<file path="src/rtl/vga_fb_arbiter.sv">
// Frame-buffer arbiter: display refresh reads take absolute priority over
// writer requests on one single-port memory, with frame sync and stall stats.
module vga_fb_arbiter #(
   parameter int unsigned H_ACTIVE = 640,
   parameter int unsigned V_ACTIVE = 480,
   parameter int unsigned ADDR_W   = 19,
   parameter int unsigned DATA_W   = 16
) (
   input  logic              vga_clk,
   input  logic              reset_n,
   input  logic              blank_n,
   input  logic              vs,
   input  logic              wr_req,
   input  logic [ADDR_W-1:0] wr_addr,
   input  logic [DATA_W-1:0] wr_data,
   output logic              wr_ack,
   output logic              wr_err,
   output logic [ADDR_W-1:0] mem_addr,
   output logic [DATA_W-1:0] mem_wdata,
   output logic              mem_we_n,
   output logic              mem_oe_n,
   input  logic [DATA_W-1:0] mem_rdata,
   output logic [DATA_W-1:0] pix_data,
   output logic              pix_valid,
   output logic              frame_start,
   output logic [15:0]       stall_cnt,
   input  logic              stat_clr
);

   localparam int unsigned FB_SIZE = H_ACTIVE * V_ACTIVE;
   localparam logic [ADDR_W-1:0] PIX_LAST = ADDR_W'(FB_SIZE - 1);
   localparam logic [ADDR_W:0]   FB_LIMIT = (ADDR_W + 1)'(FB_SIZE);

   typedef enum logic [1:0] {IDLE, READ, WRITE, WGAP} state_e;

   state_e            state_q, state_d;
   logic [ADDR_W-1:0] pix_addr_q, pix_addr_d;
   logic [ADDR_W-1:0] mem_addr_q, mem_addr_d;
   logic [DATA_W-1:0] mem_wdata_q, mem_wdata_d;
   logic              mem_we_n_q, mem_we_n_d;
   logic              mem_oe_n_q, mem_oe_n_d;
   logic              rd_dly_q, rd_dly_d;
   logic [DATA_W-1:0] pix_data_q, pix_data_d;
   logic              pix_valid_q, pix_valid_d;
   logic              wr_ack_q, wr_ack_d;
   logic              wr_err_q, wr_err_d;
   logic              vs_q, vs_d;
   logic              vs_seen_q, vs_seen_d;
   logic              frame_start_q, frame_start_d;
   logic [15:0]       stall_cnt_q, stall_cnt_d;
   logic              vs_fall;
   logic              wr_in_range;

   // The very first sample after reset has no valid predecessor, so it never counts as a fall.
   assign vs_fall     = vs_seen_q & vs_q & ~vs;
   assign wr_in_range = ({1'b0, wr_addr} < FB_LIMIT);

   always_comb begin
      state_d       = state_q;
      pix_addr_d    = pix_addr_q;
      mem_addr_d    = mem_addr_q;
      mem_wdata_d   = mem_wdata_q;
      mem_we_n_d    = 1'b1;
      mem_oe_n_d    = 1'b1;
      rd_dly_d      = ~mem_oe_n_q;
      pix_data_d    = pix_data_q;
      pix_valid_d   = rd_dly_q;
      wr_ack_d      = 1'b0;
      wr_err_d      = 1'b0;
      vs_d          = vs;
      vs_seen_d     = 1'b1;
      frame_start_d = vs_fall;
      stall_cnt_d   = stall_cnt_q;

      if (blank_n) begin
         state_d = READ;
      end else if (state_q == WRITE) begin
         state_d = WGAP;
      end else if (wr_req && (state_q != WGAP)) begin
         state_d = WRITE;
      end else begin
         state_d = IDLE;
      end

      case (state_q)
         READ: begin
            mem_oe_n_d = 1'b0;
            mem_addr_d = pix_addr_q;
            pix_addr_d = (pix_addr_q == PIX_LAST) ? '0 : pix_addr_q + ADDR_W'(1);
         end
         WRITE: begin
            wr_ack_d = 1'b1;
            wr_err_d = ~wr_in_range;
            if (wr_in_range) begin
               mem_we_n_d  = 1'b0;
               mem_addr_d  = wr_addr;
               mem_wdata_d = wr_data;
            end
         end
         default: ;
      endcase

      // Read data arrives one cycle after the strobe; capture it on the following edge.
      if (rd_dly_q) begin
         pix_data_d = mem_rdata;
      end

      if (vs_fall) begin
         pix_addr_d = '0;
      end

      if (stat_clr) begin
         stall_cnt_d = '0;
      end else if (wr_req && (state_q != WRITE) && (stall_cnt_q != 16'hFFFF)) begin
         stall_cnt_d = stall_cnt_q + 16'd1;
      end
   end

   always_ff @(posedge vga_clk or negedge reset_n) begin
      if (!reset_n) begin
         state_q       <= IDLE;
         pix_addr_q    <= '0;
         mem_addr_q    <= '0;
         mem_wdata_q   <= '0;
         mem_we_n_q    <= 1'b1;
         mem_oe_n_q    <= 1'b1;
         rd_dly_q      <= 1'b0;
         pix_data_q    <= '0;
         pix_valid_q   <= 1'b0;
         wr_ack_q      <= 1'b0;
         wr_err_q      <= 1'b0;
         vs_q          <= 1'b1;
         vs_seen_q     <= 1'b0;
         frame_start_q <= 1'b0;
         stall_cnt_q   <= '0;
      end else begin
         state_q       <= state_d;
         pix_addr_q    <= pix_addr_d;
         mem_addr_q    <= mem_addr_d;
         mem_wdata_q   <= mem_wdata_d;
         mem_we_n_q    <= mem_we_n_d;
         mem_oe_n_q    <= mem_oe_n_d;
         rd_dly_q      <= rd_dly_d;
         pix_data_q    <= pix_data_d;
         pix_valid_q   <= pix_valid_d;
         wr_ack_q      <= wr_ack_d;
         wr_err_q      <= wr_err_d;
         vs_q          <= vs_d;
         vs_seen_q     <= vs_seen_d;
         frame_start_q <= frame_start_d;
         stall_cnt_q   <= stall_cnt_d;
      end
   end

   assign wr_ack      = wr_ack_q;
   assign wr_err      = wr_err_q;
   assign mem_addr    = mem_addr_q;
   assign mem_wdata   = mem_wdata_q;
   assign mem_we_n    = mem_we_n_q;
   assign mem_oe_n    = mem_oe_n_q;
   assign pix_data    = pix_data_q;
   assign pix_valid   = pix_valid_q;
   assign frame_start = frame_start_q;
   assign stall_cnt   = stall_cnt_q;

endmodule

</file>
<file path="config.mk">
export PLATFORM = sky130hd
export DESIGN_NAME = vga_fb_arbiter
export DESIGN_NICKNAME = d
export VERILOG_FILES = /design/src/rtl/vga_fb_arbiter.sv
export SDC_FILE = /design/constraint.sdc
export NUM_CORES = 1
export LEC_CHECK = 0
export ABC_AREA = 1
export CORE_AREA = 2 2 108 110
export DETAILED_ROUTE_END_ITERATION = 6
export DIE_AREA = 0 0 110 112
export MAX_ROUTING_LAYER = met4
export PLACE_DENSITY_LB_ADDON = 0.3
export SYNTH_ARGS = -nofsm -noshare
export SYNTH_HDL_FRONTEND = slang
export SYNTH_SLANG_ARGS = --single-unit
</file>
<file path="constraint.sdc">
create_clock -name vga_clk -period 1.4 [get_ports vga_clk]
set_input_delay 0.21 -clock vga_clk [delete_from_list [all_inputs] [get_ports vga_clk]]
set_output_delay 0.21 -clock vga_clk [all_outputs]
set_load 0.01 [all_outputs]
</file>
==> results.py <==
metrics = {
    "outcome": {
        "status": "finished, violations left",
        "violations": "setup timing",
    },
    "final_layout": {
        "antenna_cells": 0,
        "post-route-util_pct": 72.7,
        "regArea_um2": 2430,
        "multi_input_area_um2": 2460,
        "fill_cells": 773,
        "drive_gt1_share_pct": 31.3,
        "nets": 901,
        "finalInstanceArea_um2": 8120,
        "fin_cells": 990,
        "syn2layout_area_growth_pct": 69.7,
    },
    "global_routing": {
        "grt_overflow_total": 0,
        "grt_antenna_before_repair": 0,
        "grt_pass1_vias": 5125,
        "grt_pass1_wl_mm": 24.7,
        "grt_start_max_net_pins": 36,
        "gr-usage-all-layers_pct": 26.5,
    },
    "worst_setup_path": {
        "crit_top_cell": "nand2_2",
        "worstPathCellList": "ha_2 > nand2_4 > nor2_4 > nand2_2 > o21ai_4 > nand2_8 > buf_6 > nand2_2 > nand2_1",
        "path_max_fanout": 8,
        "cp-end-kind": "register",
        "worstRegToRegCells": 9,
        "critPathKind": "reg -> reg",
        "cp_data_arrival_time_ns": 1.76,
        "critPathLaunchType": "register",
        "worst_ep_required_time_ns": 1.65,
        "cpMaxStageDelayCell": "dfrtp_1",
        "cp_slowest_stage_delay_ns": 0.37,
    },
    "logic_synthesis": {
        "synthSimpleGateAreaFrac_pct": 29.7,
        "syn_area_um2": 4790,
        "synth_edf_count": 0,
        "synthMuxAreaShare_pct": 3.76,
        "yosys_warnings": 0,
        "synth_compound_gate_area_share_pct": 6.25,
        "synth_top_family_by_area": "simple AND/OR/NAND/NOR gates",
        "synth_cell_types": 36,
        "postSynth.asyncResetShare_pct": 100,
        "synthCells": 595,
        "yosys_most_used_dff": "dfrtp_1",
        "synth_xor_xnor_area_share_pct": 2.01,
        "synth_seq_cells": 97,
        "synthAdderAreaFrac_pct": 0.523,
        "avgSynthCellArea_um2": 8.05,
        "syn_nets": 654,
        "ys_seq_area_share_pct": 50.8,
    },
    "sta": {
        "skew_ns": 0.00799,
        "rsz0062_at_grt": "true",
        "period_minus_slack_ns": 1.52,
        "hold_slack_ns": 0.316,
        "setup_tns_ns": -1.89,
        "fin_crit_sh_pct": 108,
        "final-hold-violation-count": 0,
        "slew_viol_final": 0,
        "max_freq_mhz": 659,
        "setup_viol": 30,
        "fin_ws_ns": -0.118,
    },
    "clock_network": {
        "clockRootBuffer": "clkbuf_16",
        "cts_made_buffers": 9,
        "worstSkewPairLatency_ns": 0.35,
        "clkTransAtPathRegs_ns": 0.07,
        "cts_tree": "built",
        "clk_path_buf_depth": 2,
        "clock_sinks": 97,
        "htreeDepth": 3,
    },
    "drt": {
        "wl_met3_mm": 1.14,
        "drt_iter0_drc": 361,
        "routedWlPerCell_um": 17.5,
        "vias": 5187,
        "drt_wl_total_mm": 17.3,
        "wl_met2_mm": 9.24,
        "drc": 0,
        "first_pass_iters": 5,
        "routed_via_density": 5.24,
        "top_layer": "met4",
        "final_antenna_net_count": 0,
        "m1WireLength_mm": 6.31,
    },
    "pwr": {
        "peakVddDrop_mv": 0.552,
        "power-per-cell-area_nw_per_um2": 1060,
        "power_mw": 8.60,
        "leakage_nw": 4.10,
    },
    "die": {
        "boundaryPins": 130,
        "fp.dieW_um": 110,
        "die_area_um2": 12300,
        "start_util_pct": 42.8,
        "rows": 39,
        "dieHeight_um": 112,
        "coreArea_um2": 11200,
    },
    "placement": {
        "hpwl_mm": 10.5,
        "place_congestion": 0.921,
        "io_buffers": 129,
        "dp_slack_ns": -0.271,
        "place_area_um2": 6910,
        "placedCellCount": 938,
    },
    "min_path": {
        "whs_path_depth": 6,
        "hold_class": "in -> reg",
    },
    "flow_run": {
        "drv_cap": 0,
    },
}
critical path, delay by kind of cell (launching register included):
| kind | cells | cell delay [ns] |
|---|---|---|
| compound gates | 1 | 0.21 |
| flops | 1 | 0.37 |
| fa+ha+maj | 1 | 0.21 |
| simple gates | 6 | 0.46 |
| buf+inv | 1 | 0.15 |
cells by family after synthesis:
group | Yosys count
compound gates | 57
xor+xnor | 11
fa+ha+maj | 2
buf+inv | 82
flops | 97
mux | 16
other cells | 1
simple gates | 329
cell usage after synthesis (2+ instances only):
library cell,number,area share (%)
nor2_4,2,0.47
buf_2,4,0.42
o21bai_1,3,0.47
xor2_1,10,1.8
nor2_1,49,3.8
or2_2,2,0.26
dfrtp_1,94,49
inv_1,61,4.8
nand3_1,47,4.9
a21oi_1,4,0.42
clkbuf_1,9,0.71
o21ai_0,47,4.9
inv_2,2,0.16
nand4_1,19,2.5
nor3_1,6,0.63
mux2_2,16,3.8
nand2_2,5,0.65
ha_1,2,0.52
nand2_1,192,15
buf_1,3,0.24
dfstp_2,3,1.6
metal layers:
metal,GRT usage [%],vias up
met3,4.51,56
li1,-,2398
met1,30.4,2505
met5,-,-
met4,11.6,0
met2,44.9,228
flip-flops by register name, summed over array words and instances, names as in the netlist:
register     flops
pix_addr_q      19
mem_addr        19
vs_q             1
stall_cnt       16
wr_err           1
frame_start      1
pix_valid_d      1
state_q          2
wr_ack           1
mem_oe_n         1
mem_we_n         1
pix_valid        1
pix_data        16
mem_wdata       16
vs_seen_q        1
power breakdown:
| part | internal [mW] | switching (mW) |
|---|---|---|
| registers | 3.19 | 0.244 |
| logic | 1.18 | 1.20 |
| clock network | 1.67 | 1.12 |
what timing repair did:
action,in CTS,in global routing
gates resized for setup,147,99
setup buffers,13,10
pin swaps,22,29
setup endpoints to repair,139,73
hold buffers,1,0
endpoints found under the hold margin,26,0
gates cloned,6,8
worst paths after layout:
check	to	slack (ns)	from
hold / removal	mem_addr[15]$_DFFE_PN0P_	0.32	wr_addr[15]
setup reg to reg	stall_cnt[11]$_DFFE_PN0P_	-0.12	stall_cnt[1]$_DFFE_PN0P_
setup / recovery	stall_cnt[11]$_DFFE_PN0P_	-0.12	stall_cnt[1]$_DFFE_PN0P_
min in group asynchronous	pix_data[13]$_DFFE_PN0P_	0.35	reset_n
hold reg to reg	pix_valid_d$_DFF_PN0_	0.45	mem_oe_n$_DFF_PN1_
max in group asynchronous	state_q[0]$_DFF_PN0_	0.41	reset_n
layout make-up:
| class | instances | share of cell area, % |
|---|---|---|
| Multi-Input combinational cell | 416 | 30.3 |
| Timing Repair Buffer | 250 | 30.0 |
| Sequential cell | 97 | 29.9 |
| Inverter | 65 | 3.27 |
| Clock buffer | 12 | 3.16 |
| Tap cell | 143 | 2.20 |
| Clock inverter | 4 | 0.924 |
| Timing Repair inverter | 3 | 0.262 |
layout by cell type, fill, tap and decap left out, types with 23 or more instances in the layout:
| master | instances |
|---|---|
| buf_4 | 93 |
| clkdlybuf4s50_1 | 50 |
| dfrtp_1 | 93 |
| dlygate4sd2_1 | 65 |
| inv_1 | 52 |
| nand2_1 | 163 |
| nand2_2 | 24 |
| nand3_1 | 39 |
| nor2_1 | 23 |
| o21ai_0 | 23 |
Power figures use the tool's default switching activity.
==> RTL edit 1, RTL diff (same flow settings) <==
Set the parameter `DATA_W` to 20 (it was 16).
--- a/src/rtl/vga_fb_arbiter.sv
+++ b/src/rtl/vga_fb_arbiter.sv
@@ -4,7 +4,7 @@
    parameter int unsigned H_ACTIVE = 640,
    parameter int unsigned V_ACTIVE = 480,
    parameter int unsigned ADDR_W   = 19,
-   parameter int unsigned DATA_W   = 16
+   parameter int unsigned DATA_W   = 20
 ) (
    input  logic              vga_clk,
    input  logic              reset_n,
Ports: changed (resized mem_rdata, mem_wdata, pix_data and wr_data); port bits go from 130 to 146. The function was not compared with the original's and may differ.
==> RTL edit 1 against the original RTL <==
  * The run still ends with negative setup slack left
  * Wire length fell by 10%
  * Design area decreased by 0.72%
  * Via count decreased by 1.2%
  * Worst setup slack better by 0.017 ns
  * Clock skew rose by 0.0025 ns
  * Sequential share of layout area increased by 2.7 points
  * Power is 0.78% lower
  * Area after synthesis rose by 6.7%
  * Sequential cell count increased by 8
==> RTL edit 1: results (changes against the original RTL) <==
| Metric | Value |
|---|---|
| Final wirelength | `15,500 um (-10%)` |
| Max Fanout on Critical Path | `6 (-2)` |
| GRT Resource Usage Total | `26.0% (-0.53 points)` |
| DP Worst Slack | `-0.310 ns (-0.0392 ns)` |
| Status | `finished with violations` |
| Critical Path AT | `1.74 ns (-0.02 ns)` |
| Hold depth | `1 (-5)` |
| Dpl hpwl | `10,700 um (+2.2%)` |
| Post-CTS Setup Inserts | `6 (-7)` |
| Distinct cells, synth | `30 (-17%)` |
| Initial DRC Count | `378 (+4.7%)` |
| Post-Synth XOR/XNOR Area | `1.72% (-0.30 points)` |
| FF-to-FF Start | `pix_addr_q[8]` |
| Post-route setup slack | `-0.101 ns (+0.0168 ns)` |
| Setup Viol. Count Final | `27 (-10%)` |
| Worst Hold Slack | `0.348 ns (+0.0327 ns)` |
| Total Nets Final | `919 (+2.0%)` |
| Vias per cell | `5.13 (-2.2%)` |
| PostCTS Resize Cnt | `136 (-7.5%)` |
| Reg2Reg Depth | `8 (-1)` |
| Compound-Gate Fraction of Synth Area | `6.25% (about the same)` |
| Combinational power | `2.19 mW (-8%)` |
| P_leak | `3.99 nW (-2.8%)` |
| Worst setup endpoint | `pix_addr_q[5]` |
| Failing checks | `negative setup slack` |
| Clock group | `2.65 mW (-5%)` |
| Top cells by area, synth | `dfrtp_1 50%, nand2_1 15%, nand3_1 4.8%` |
| Clock Skews | `0.0105 ns (+0.00254 ns)` |
| Largest net degree at the start of global routing | `52 (+44%)` |
| Max incr delay on CP | `0.44 ns (+0.07 ns)` |
| Post-synthesis sequential area ratio | `51.5% (+0.75 points)` |
| Vias in the first global route | `5,131 (+0.12%)` |
| Placed insts | `969 (+3.3%)` |
| Commonest cells in the synthesized netlist | `201 x nand2_1, 102 x dfrtp_1, 63 x inv_1` |
| Sw Share | `29.4% (-0.41 points)` |
| Drt pass-1 iters | `4 (-1)` |
| Worst r2r dst | `pix_addr_q[5]` |
| Post-Syn Nets | `686 (+4.9%)` |
| Layout cells sized above 1 | `26.8% (-4.4 points)` |
| Wire per inst | `15.5 um (-11%)` |
| Final setup TNS | `-1.60 ns (+0.285 ns)` |
| Clk pwr share | `31.1% (-1.3 points)` |
| Peak VDD IR | `0.839 mV (+52%)` |
| FILL cells | `837 (+8.3%)` |
| Crit. Startpoint | `pix_addr_q[8]` |
| Global-route wire length before repair | `24,200 um (-1.7%)` |
| Routability-driven placement congestion ratio | `0.928 (+0.80%)` |
| Syn Area/Cell | `8.25 um2 (+2.5%)` |
| PortBufs | `145 (+12%)` |
| Post-synthesis mux area share | `4.41% (+0.65 points)` |
[RTL edit 1: per-layer routing]
layer  vias to the layer above  global-route usage [%]  routed length, um
met4                         0                    10.0                393
met2                       193                    42.4               7950
li1                       2437                       -                  -
met5                         -                       -                  0
met1                      2457                    31.6               6270
met3                        38                    4.92                913
[RTL edit 1: cell type report]
| type | count | area (um2) | share of cell area [%] |
|---|---|---|---|
| clock buffers | 11 | 253 | 3.13 |
| repair inverters | 1 | 7.51 | 0.0931 |
| flip-flops and latches | 105 | 2630 | 32.7 |
| repair buffers | 239 | 2180 | 27.0 |
| well taps | 143 | 179 | 2.22 |
| inverters | 63 | 248 | 3.07 |
| clock inverters | 5 | 61.3 | 0.760 |
| multi-input cells | 433 | 2510 | 31.1 |
[RTL edit 1: worst max-delay path: cells and delay by family (launching register included)]
family / cells / cell delay [ns]
simple gates: 7 / 0.78
buf+inv: 1 / 0.16
flops: 1 / 0.44
==> RTL edit 2, RTL diff (same flow settings) <==
Made on the original files. The 4 states of `state_e` get a one-hot encoding in 4 bits.
--- a/src/rtl/vga_fb_arbiter.sv
+++ b/src/rtl/vga_fb_arbiter.sv
@@ -31,7 +31,7 @@
    localparam logic [ADDR_W-1:0] PIX_LAST = ADDR_W'(FB_SIZE - 1);
    localparam logic [ADDR_W:0]   FB_LIMIT = (ADDR_W + 1)'(FB_SIZE);
 
-   typedef enum logic [1:0] {IDLE, READ, WRITE, WGAP} state_e;
+   typedef enum logic [3:0] {IDLE = 4'b0001, READ = 4'b0010, WRITE = 4'b0100, WGAP = 4'b1000} state_e;
 
    state_e            state_q, state_d;
    logic [ADDR_W-1:0] pix_addr_q, pix_addr_d;
Formal check against the unedited RTL: no difference found for any inputs over 10 cycles, from zero or initial values and one cycle with reset_n low; not proved beyond that.
==> RTL edit 2 against the original RTL <==
  * The run still ends with negative setup slack left
  * Via count shrank 0.40%
  * Non-clock buffer count shrank 19
  * Wire length shrank 5.8%
  * Sequential cell count grew 2
  * Final cell count shrank 0.30%
  * Power shrank 4.9%
  * Critical path depth grew 1
  * Sequential power grew 2%
  * Design area grew 1.0%
  * Area after synthesis grew 2.7%
  * Clock power shrank 8.6%
  * Worst setup slack lost 0.017 ns
  * Critical path type unchanged
  * Largest cell class unchanged
  * Highest routed layer unchanged
==> RTL edit 2: results (changes against the original RTL) <==
| Metric | Value |
|---|---|
| Compound-Gate Fraction of Synth Area | `6.23% (-0.013 points)` |
| Critical Path AT | `1.81 ns (+0.05 ns)` |
| Commonest cells in the synthesized netlist | `203 x nand2_1, 95 x dfrtp_1, 60 x inv_1` |
| Max Fanout on Critical Path | `5 (-3)` |
| Hold Crit Endpoint | `mem_addr[12]` |
| Peak VDD IR | `0.780 mV (+41%)` |
| Post-synthesis mux area share | `3.66% (-0.10 points)` |
| Total Nets Final | `898 (-0.33%)` |
| Post-route setup slack | `-0.135 ns (-0.0169 ns)` |
| Worst path slowest cell | `dfstp_2` |
| Adder-cell share of the synthesized area | `0.509% (-0.014 points)` |
| Synth Instances | `611 (+2.7%)` |
| Failing checks | `negative setup slack` |
| Final wirelength | `16,300 um (-5.8%)` |
| Status | `finished with violations` |
| Non-filler cells in the finished layout | `987 (-0.30%)` |
| Final setup TNS | `-4.57 ns (-2.68 ns)` |
| Top cells by area, synth | `dfrtp_1 48%, nand2_1 15%, nand3_1 4.9%` |
| Routability-driven placement congestion ratio | `0.929 (+0.88%)` |
| Drt pass-1 iters | `6 (+1)` |
| Placed Area | `6980 um2 (+1.0%)` |
| Hold depth | `5 (-1)` |
| FF-to-FF Start | `vs_q` |
| GRT met2 Usage | `40.3% (-4.6 points)` |
| Clock Skews | `0.0105 ns (+0.00250 ns)` |
| Setup Viol. Count Final | `65 (+120%)` |
| Global-route wire length before repair | `22,500 um (-8.9%)` |
| P_leak | `4.12 nW (+0.54%)` |
## RTL edit 2: changes by cell type after synthesis, sizes merged, moves of 2 or more
cell | unedited run | this run
nand2 | 198 | 205
nand4 | 19 | 17
xor2 | 10 | 12
o21ai | 49 | 47
nand3 | 48 | 52
nand3b | 1 | 4
nor2 | 53 | 55
## RTL edit 2: worst max path at each step
stage	to	cells past startpoint	startpoint
2_1_floorplan	stall_cnt[13]	9	state_q[0]
3_3_place_gp	mem_addr[16]	8	wr_addr[13]
3_5_place_dp	mem_addr[10]	8	wr_addr[13]
4_1_cts	stall_cnt[3]	8	stall_cnt[0]
5_1_grt	pix_addr_q[3]	10	vs_q
6_report	pix_addr_q[3]	10	vs_q
## RTL edit 2: routing by layer
layer	vias to the layer above	wire (um)
li1	2418	-
met1	2476	6270
met2	220	8410
met3	52	1010
met4	0	648
met5	-	0
## RTL edit 2: cell families (layout without fill, tap and decap cells)
logic type | Yosys count | in the layout
mux | 16 | 16
flops | 99 | 99
fa+ha+maj | 2 | 2
xor+xnor | 12 | 12
other cells | 1 | 1
buf+inv | 83 | 311
simple gates | 342 | 347
compound gates | 56 | 56
## RTL edit 2: timing repair
item                                   in CTS  in global routing
setup endpoints to repair                 141                 77
buffers inserted                           11                 10
resized for setup                         122                156
pin swaps                                  47                 45
hold buffers                                1                  0
endpoints found under the hold margin      95                  0
gates cloned                                3                 11
## RTL edit 2: area by class of cell
| cell class | instances | area [um2] | share of cell area [%] |
|---|---|---|---|
| clock buffers | 10 | 229 | 2.79 |
| clock inverters | 6 | 71.3 | 0.869 |
| inverters | 64 | 253 | 3.08 |
| multi-input cells | 434 | 2710 | 33.0 |
| flip-flops and latches | 99 | 2490 | 30.4 |
| well taps | 143 | 179 | 2.18 |
| repair buffers | 231 | 2270 | 27.7 |
## RTL edit 2: where the power goes
group	internal, mW	switching, mW	total, mW	leakage (nW)
logic	1.08	1.05	2.13	2.70
clock network	1.41	1.14	2.55	0.145
registers	3.20	0.291	3.49	1.28
## RTL edit 2: per-stage QoR
stage | hold WS [ns] | util, %
after floorplan | -0.0856 | -
after global placement | 0.212 | 62.4
after detailed placement | 0.214 | 62.4
after CTS | 0.314 | 67.2
after global routing | 0.312 | 73.4
final | 0.302 | 73.4
## RTL edit 2: worst max-delay path, delay by kind of cell (launching register included)
family,cells,cell delay [ns]
AO/OA/AOI/OAI,2,0.21
buffers and inverters,3,0.26
AND/OR/NAND/NOR,5,0.47
flip-flops,1,0.53
